### config.mk
export PLATFORM = sky130hd
export DESIGN_NAME = occupancy_light_counter
export DESIGN_NICKNAME = d
export VERILOG_FILES = /design/src/rtl/occupancy_pkg.sv /design/src/rtl/sensor_debounce.sv /design/src/rtl/occupancy_light_counter.sv
export SDC_FILE = /design/constraint.sdc
export NUM_CORES = 1
export LEC_CHECK = 0
export ABC_AREA = 1
export BUFFER_PORTS_ARGS = -buffer_cell sky130_fd_sc_hd__buf_4
export CAP_MARGIN = 40
export CELL_PAD_IN_SITES_DETAIL_PLACEMENT = 0
export CELL_PAD_IN_SITES_GLOBAL_PLACEMENT = 1
export CORE_UTILIZATION = 33
export DETAILED_ROUTE_END_ITERATION = 10
export HOLD_SLACK_MARGIN = 0.08
export PLACE_DENSITY_LB_ADDON = 0.1
export RECOVER_POWER = 100
export SYNTH_ARGS = -nofsm -noshare
export SYNTH_HDL_FRONTEND = slang
export SYNTH_SLANG_ARGS = --single-unit
### constraint.sdc
create_clock -name clk -period 2.55 [get_ports clk]
set_clock_uncertainty 0.2 [all_clocks]
set_input_delay 0.51 -clock clk [delete_from_list [all_inputs] [get_ports clk]]
set_output_delay 0.51 -clock clk [all_outputs]
set_load 0.01 [all_outputs]
### src/rtl/occupancy_pkg.sv
`default_nettype none
// ============================================================================
// Module      : occupancy_pkg
// Description : Shared defaults and direction-FSM state encoding for the
//               occupancy light counter.
// Revision    : 1.0 - initial release
// ============================================================================
package occupancy_pkg;

  localparam int c_default_debounce_cycles = 4;
  localparam int c_default_timeout_cycles  = 1000;
  localparam int c_default_max_count       = 15;

  typedef enum logic [2:0] {
    ST_IDLE     = 3'd0,
    ST_IN_A     = 3'd1,
    ST_IN_AB    = 3'd2,
    ST_IN_B     = 3'd3,
    ST_OUT_B    = 3'd4,
    ST_OUT_AB   = 3'd5,
    ST_OUT_A    = 3'd6,
    ST_WAIT_CLR = 3'd7
  } state_t;

endpackage : occupancy_pkg
`default_nettype wire

### src/rtl/sensor_debounce.sv
`default_nettype none
// ============================================================================
// Module      : sensor_debounce
// Description : Two-flop synchroniser followed by a stable-sample debouncer.
// Revision    : 1.0 - initial release
// ============================================================================
module sensor_debounce #(
  parameter int DEBOUNCE_CYCLES = 4
) (
  input  logic clk,
  input  logic rst,
  input  logic sensor_raw,
  output logic debounced
);

  localparam int c_cnt_w = (DEBOUNCE_CYCLES < 2) ? 1 : $clog2(DEBOUNCE_CYCLES);
  localparam logic [c_cnt_w-1:0] c_cnt_last = c_cnt_w'(DEBOUNCE_CYCLES - 1);

  logic               r_sync_meta;
  logic               r_sync;
  logic               r_db;
  logic [c_cnt_w-1:0] r_cnt;

  always_ff @(posedge clk or posedge rst) begin
    if (rst) begin
      r_sync_meta <= 1'b0;
      r_sync      <= 1'b0;
    end else begin
      r_sync_meta <= sensor_raw;
      r_sync      <= r_sync_meta;
    end
  end

  // Any sample matching the current output restarts the stability count.
  always_ff @(posedge clk or posedge rst) begin
    if (rst) begin
      r_db  <= 1'b0;
      r_cnt <= '0;
    end else if (r_sync == r_db) begin
      r_cnt <= '0;
    end else if (r_cnt == c_cnt_last) begin
      r_db  <= r_sync;
      r_cnt <= '0;
    end else begin
      r_cnt <= r_cnt + c_cnt_w'(1);
    end
  end

  assign debounced = r_db;

endmodule : sensor_debounce
`default_nettype wire

### src/rtl/occupancy_light_counter.sv
`default_nettype none
// ============================================================================
// Module      : occupancy_light_counter
// Description : Doorway passage classifier and saturating room occupancy
//               count driving the light-state decoder.
// Revision    : 1.0 - initial release
// ============================================================================
module occupancy_light_counter
  import occupancy_pkg::*;
#(
  parameter int DEBOUNCE_CYCLES = c_default_debounce_cycles,
  parameter int TIMEOUT_CYCLES  = c_default_timeout_cycles,
  parameter int MAX_COUNT       = c_default_max_count
) (
  input  logic       clk,
  input  logic       rst,
  input  logic       sensor_a,
  input  logic       sensor_b,
  input  logic       clear,
  output logic [3:0] active_lights,
  output logic       enter_pulse,
  output logic       exit_pulse,
  output logic       full,
  output logic       empty
);

  localparam int c_tmo_w = (TIMEOUT_CYCLES < 2) ? 1 : $clog2(TIMEOUT_CYCLES);
  localparam logic [c_tmo_w-1:0] c_tmo_last = c_tmo_w'(TIMEOUT_CYCLES - 1);
  localparam logic [3:0]         c_max      = 4'(MAX_COUNT);

  logic               w_db_a;
  logic               w_db_b;
  logic [1:0]         w_ab;
  state_t             r_state;
  state_t             w_state_nxt;
  logic [c_tmo_w-1:0] r_tmo;
  logic               w_active;
  logic               w_timeout;
  logic               w_enter;
  logic               w_exit;
  logic [3:0]         r_count;
  logic               r_enter_pulse;
  logic               r_exit_pulse;

  sensor_debounce #(
    .DEBOUNCE_CYCLES(DEBOUNCE_CYCLES)
  ) u_deb_a (
    .clk       (clk),
    .rst       (rst),
    .sensor_raw(sensor_a),
    .debounced (w_db_a)
  );

  sensor_debounce #(
    .DEBOUNCE_CYCLES(DEBOUNCE_CYCLES)
  ) u_deb_b (
    .clk       (clk),
    .rst       (rst),
    .sensor_raw(sensor_b),
    .debounced (w_db_b)
  );

  assign w_ab      = {w_db_a, w_db_b};
  assign w_active  = (r_state != ST_IDLE) && (r_state != ST_WAIT_CLR);
  assign w_timeout = w_active && (r_tmo == c_tmo_last);

  always_ff @(posedge clk or posedge rst) begin
    if (rst) begin
      r_state <= ST_IDLE;
    end else begin
      r_state <= w_state_nxt;
    end
  end

  // Timeout wins over a completion in the same cycle, so it is tested first.
  always_comb begin
    w_state_nxt = r_state;
    w_enter     = 1'b0;
    w_exit      = 1'b0;
    if (w_timeout) begin
      w_state_nxt = ST_WAIT_CLR;
    end else begin
      case (r_state)
        ST_IDLE: begin
          case (w_ab)
            2'b10:   w_state_nxt = ST_IN_A;
            2'b01:   w_state_nxt = ST_OUT_B;
            2'b11:   w_state_nxt = ST_WAIT_CLR;
            default: w_state_nxt = ST_IDLE;
          endcase
        end
        ST_IN_A: begin
          case (w_ab)
            2'b11:   w_state_nxt = ST_IN_AB;
            2'b00:   w_state_nxt = ST_IDLE;
            2'b01:   w_state_nxt = ST_WAIT_CLR;
            default: w_state_nxt = ST_IN_A;
          endcase
        end
        ST_IN_AB: begin
          case (w_ab)
            2'b01:   w_state_nxt = ST_IN_B;
            2'b10:   w_state_nxt = ST_IN_A;
            2'b00:   w_state_nxt = ST_WAIT_CLR;
            default: w_state_nxt = ST_IN_AB;
          endcase
        end
        ST_IN_B: begin
          case (w_ab)
            2'b00: begin
              w_state_nxt = ST_IDLE;
              w_enter     = 1'b1;
            end
            2'b11:   w_state_nxt = ST_IN_AB;
            2'b10:   w_state_nxt = ST_WAIT_CLR;
            default: w_state_nxt = ST_IN_B;
          endcase
        end
        ST_OUT_B: begin
          case (w_ab)
            2'b11:   w_state_nxt = ST_OUT_AB;
            2'b00:   w_state_nxt = ST_IDLE;
            2'b10:   w_state_nxt = ST_WAIT_CLR;
            default: w_state_nxt = ST_OUT_B;
          endcase
        end
        ST_OUT_AB: begin
          case (w_ab)
            2'b10:   w_state_nxt = ST_OUT_A;
            2'b01:   w_state_nxt = ST_OUT_B;
            2'b00:   w_state_nxt = ST_WAIT_CLR;
            default: w_state_nxt = ST_OUT_AB;
          endcase
        end
        ST_OUT_A: begin
          case (w_ab)
            2'b00: begin
              w_state_nxt = ST_IDLE;
              w_exit      = 1'b1;
            end
            2'b11:   w_state_nxt = ST_OUT_AB;
            2'b01:   w_state_nxt = ST_WAIT_CLR;
            default: w_state_nxt = ST_OUT_A;
          endcase
        end
        ST_WAIT_CLR: begin
          if (w_ab == 2'b00) begin
            w_state_nxt = ST_IDLE;
          end
        end
        default: w_state_nxt = ST_IDLE;
      endcase
    end
  end

  // Held at zero outside a live passage so every passage starts a fresh budget.
  always_ff @(posedge clk or posedge rst) begin
    if (rst) begin
      r_tmo <= '0;
    end else if (!w_active || (w_state_nxt == ST_IDLE)) begin
      r_tmo <= '0;
    end else begin
      r_tmo <= r_tmo + c_tmo_w'(1);
    end
  end

  always_ff @(posedge clk or posedge rst) begin
    if (rst) begin
      r_count       <= 4'd0;
      r_enter_pulse <= 1'b0;
      r_exit_pulse  <= 1'b0;
    end else begin
      r_enter_pulse <= w_enter;
      r_exit_pulse  <= w_exit;
      if (clear) begin
        r_count <= 4'd0;
      end else if (w_enter && (r_count != c_max)) begin
        r_count <= r_count + 4'd1;
      end else if (w_exit && (r_count != 4'd0)) begin
        r_count <= r_count - 4'd1;
      end
    end
  end

  assign active_lights = r_count;
  assign enter_pulse   = r_enter_pulse;
  assign exit_pulse    = r_exit_pulse;
  assign full          = (r_count == c_max);
  assign empty         = (r_count == 4'd0);

endmodule : occupancy_light_counter
`default_nettype wire

==> Flow_metrics.wiki <==
{| class="wikitable"
! Metric !! Value
|-
| Outcome || complete, but fails checks
|-
| Violations in the final reports || capacitance limit, slew limit
|-
| Pwr Density || 1080 mW/mm^2
|-
| Reg area || 726 um^2
|-
| Max-slew violations || 30
|-
| Type of the worst setup path || register to register
|-
| Net count of the mapped netlist || 231
|-
| Mean post-synth cell area || 8.65 um^2
|-
| First-pass iteration count of the detailed router || 4
|-
| Minimum clock period || 2.34 ns
|-
| Core Box Area || 0.00524 mm^2
|-
| Ranking of synthesized cells by area || dfrtp_1 (40%), ha_1 (8.9%), inv_1 (5.5%)
|-
| Top-count cell post-synth || dfrtp_1
|-
| Relative contribution of combinational cells to total power || 0.542
|-
| Count of standard-cell rows || 26
|-
| Seq/Total Area, Yosys || 0.396
|-
| Clock buffer count from CTS || 5
|-
| Setup crit start kind || register
|-
| CTS sink count || 29
|-
| Leakage component of the power || 0.00103 uW
|-
| Pin count of the biggest net entering global routing || 30
|-
| Final number of hold-violating endpoints || 0
|-
| Inserted Diodes || 0
|-
| Post-layout instance area || 0.00210 mm^2
|-
| Final-stage net count || 260
|-
| Total number of vias || 1418
|-
| Max transition margin || -0.0651
|-
| Slew at the pin closest to its max-slew limit || 1.60 ns
|-
| Clock Latency Late Sink || 0.27 ns
|-
| Setup repair after global routing missed its margin || false
|-
| Clock tree from TritonCTS || done
|-
| Number of remaining DRC errors || 0
|-
| Max Cap Violations || 1
|-
| Layer carrying the most global-route usage || met2
|-
| Quantity of hold-fixing buffers added after cts || 0
|-
| Fin crit share || 0.916
|-
| Via count of the first global-routing pass || 1360
|-
| Internal || 1230 uW
|-
| Most used DFF post-synth || dfrtp_1
|-
| Wirelength, routed || 3590 um
|-
| Switching Fraction || 0.454
|-
| Post-detailed-route wirelength per cell || 11.6 um
|-
| Number of I/O port buffers || 12
|-
| Starting density of the core || 0.350
|-
| Number of setup violations in the final report || 0
|-
| Global-route track usage on met2 || 0.214
|-
| H-Tree Depth || 2
|-
| Hold Path Class || register to register
|-
| Maximum root-to-sink buffer count || 2
|-
| Leading post-synthesis cells by instance count || dfrtp_1 (29), inv_1 (27), nor2_1 (27)
|-
| Number of top-level pins || 13
|-
| Largest fanout on the critical path || 4
|-
| Clock network fraction of design power || 0.166
|-
| Share of layout cells above drive strength 1 || 0.183
|-
| Number of synthesized register bits || 29
|-
| Seq pwr share || 0.292
|-
| Element type at the critical path end || register
|-
| Via/cell ratio || 4.56
|-
| GR Layer Usage met3 || 0.0395
|-
| Count of synthesis-stage warnings from yosys || 0
|-
| Leading area contributor after synthesis || dfrtp_1
|-
| Number of antenna violations at the first check in global routing || 0
|-
| Met1 layer usage reported by global route || 0.167
|-
| Worst endpoint required time || 2.51 ns
|-
| Drt first-iter violations || 56
|-
| Last weighted congestion value of the routability-driven placer || 0.852
|-
| Overflow left after global routing || 0
|-
| Overall track demand over capacity in global routing || 0.129
|-
| Area growth, synth to finish || 14.4%
|-
| HPWL reported at the end of detailed placement || 2710 um
|-
| Arrival @ worst endpoint || 2.30 ns
|-
| Share of flip-flops with an asynchronous set or reset after synthesis || 1.00
|-
| Net switching power figure || 1020 uW
|-
| EDFF count, synth || 0
|-
| Post-synth top area share || 0.396
|-
| Netlist Area Pre-Place || 0.00183 mm^2
|-
| Yosys cell types || 30
|-
| Highest attainable clock frequency || 0.428 GHz
|-
| Area of the die || 0.00586 mm^2
|-
| Area of combinational cells with multiple inputs || 935 um^2
|-
| Die X-Extent || 76.6 um
|-
| Mapped Cells || 212
|-
| Number of inserted filler cells in the final layout || 549
|-
| VDD IR max || 0.000271 V
|-
| Final ANT Viol Nets || 0
|-
| Clk Tree Root Cell || clkbuf_8
|-
| Setup total negative slack || 0 ns
|-
| Global-route wire length before repair || 6050 um
|-
| Die extent in y || 76.6 um
|-
| Worst-path clk slew || 0.06 ns
|-
| Instance area after placement || 0.00206 mm^2
|}
-- cell usage in the layout (no fill, tap or decap), drive strengths merged --
master	count
dfrtp	29
clkbuf	21
nor3	5
nand3b	1
nor4b	1
inv	30
o21ai	9
xnor2	4
and2	1
nor2	41
nand4	10
ha	13
fa	1
and3	1
xor2	6
buf	11
nand3	21
nand2	34
o21a	1
a21oi	1
-- worst max-delay path, cell delays in order, from the launching register on --
cell and delay [ns]:
dfrtp_1 0.37, inv_1 0.07, ha_1 0.21, inv_1 0.07
nor2_1 0.22, nand3_4 0.12, ha_1 0.34, a21oi_2 0.16
nand2_1 0.06, nand2_1 0.05, nand2_1 0.07, nand4_1 0.09
nand2_1 0.06, nand3_1 0.06, nand2_1 0.05
-- cell type report --
cell class / instances / area share
flip-flops and latches: 29 / 0.346
multi-input cells: 150 / 0.445
inverters: 30 / 0.0561
clock buffers: 7 / 0.0411
well taps: 70 / 0.0417
repair buffers: 25 / 0.0698
-- power groups by stage --
| stage | Clock [uW] | Combinational, uW | Sequential, uW |
|---|---|---|---|
| global route | 411 | 1390 | 676 |
| CTS | 389 | 1380 | 663 |
| floorplan | 0 | 1030 | 666 |
| global placement | 0 | 1360 | 669 |
| detailed placement | 0 | 1380 | 672 |
| finish | 374 | 1220 | 660 |
-- cells by family (layout without fill, tap and decap cells) --
| logic type | Yosys count | count (layout) | share of synthesized area |
|---|---|---|---|
| AO/OA/AOI/OAI | 11 | 11 | 0.0314 |
| adder cells (fa/ha/maj) | 14 | 14 | 0.0996 |
| flip-flops | 29 | 29 | 0.396 |
| buffers and inverters | 33 | 62 | 0.0784 |
| XOR/XNOR | 10 | 10 | 0.0477 |
| AND/OR/NAND/NOR | 115 | 115 | 0.347 |
-- layer usage --
metal / up-vias / part of all wire
met5: - / 0
met4: 0 / 0.0011
met3: 2 / 0.028
met2: 18 / 0.48
met1: 661 / 0.49
li1: 737 / -
-- state kept, by name, summed over array words and instances, names as in the netlist, 2 cells and up --
name           cells
u_deb_a.r_cnt      2
active_lights      4
u_deb_b.r_cnt      2
r_tmo             10
r_state            3
-- worst paths after layout --
| check | end | start | depth (start not counted) | slack, ns |
|---|---|---|---|---|
| min in group asynchronous | u_deb_b.r_cnt[0] | rst | 3 | 0.59 |
| max in group asynchronous | u_deb_a.r_sync_meta | rst | 3 | 0.63 |
| hold reg to reg | u_deb_a.r_sync | u_deb_a.r_sync_meta | 0 | 0.15 |
| setup reg to reg | active_lights[3] | u_deb_b.debounced | 14 | 0.21 |
| hold / removal | u_deb_a.r_sync | u_deb_a.r_sync_meta | 0 | 0.15 |
| setup / recovery | active_lights[3] | u_deb_b.debounced | 14 | 0.21 |
-- stage by stage --
step	util	setup WS (ns)	hold WS, ns	total power (uW)	cells
2_1_floorplan	-	0.178	0.131	1690	212
3_3_place_gp	0.393	0.215	0.131	2030	301
3_5_place_dp	0.393	0.122	0.138	2050	301
4_1_cts	0.410	0.114	0.117	2430	308
5_1_grt	0.401	0.0161	0.149	2480	311
6_report	0.401	0.214	0.148	2260	311
-- repair_timing --
action,CTS,global route
hold endpoints to repair,0,0
endpoints found under the setup margin,0,1
setup buffers,0,3
resized for setup,0,3
Note: power is estimated with default switching activity, not from simulation.
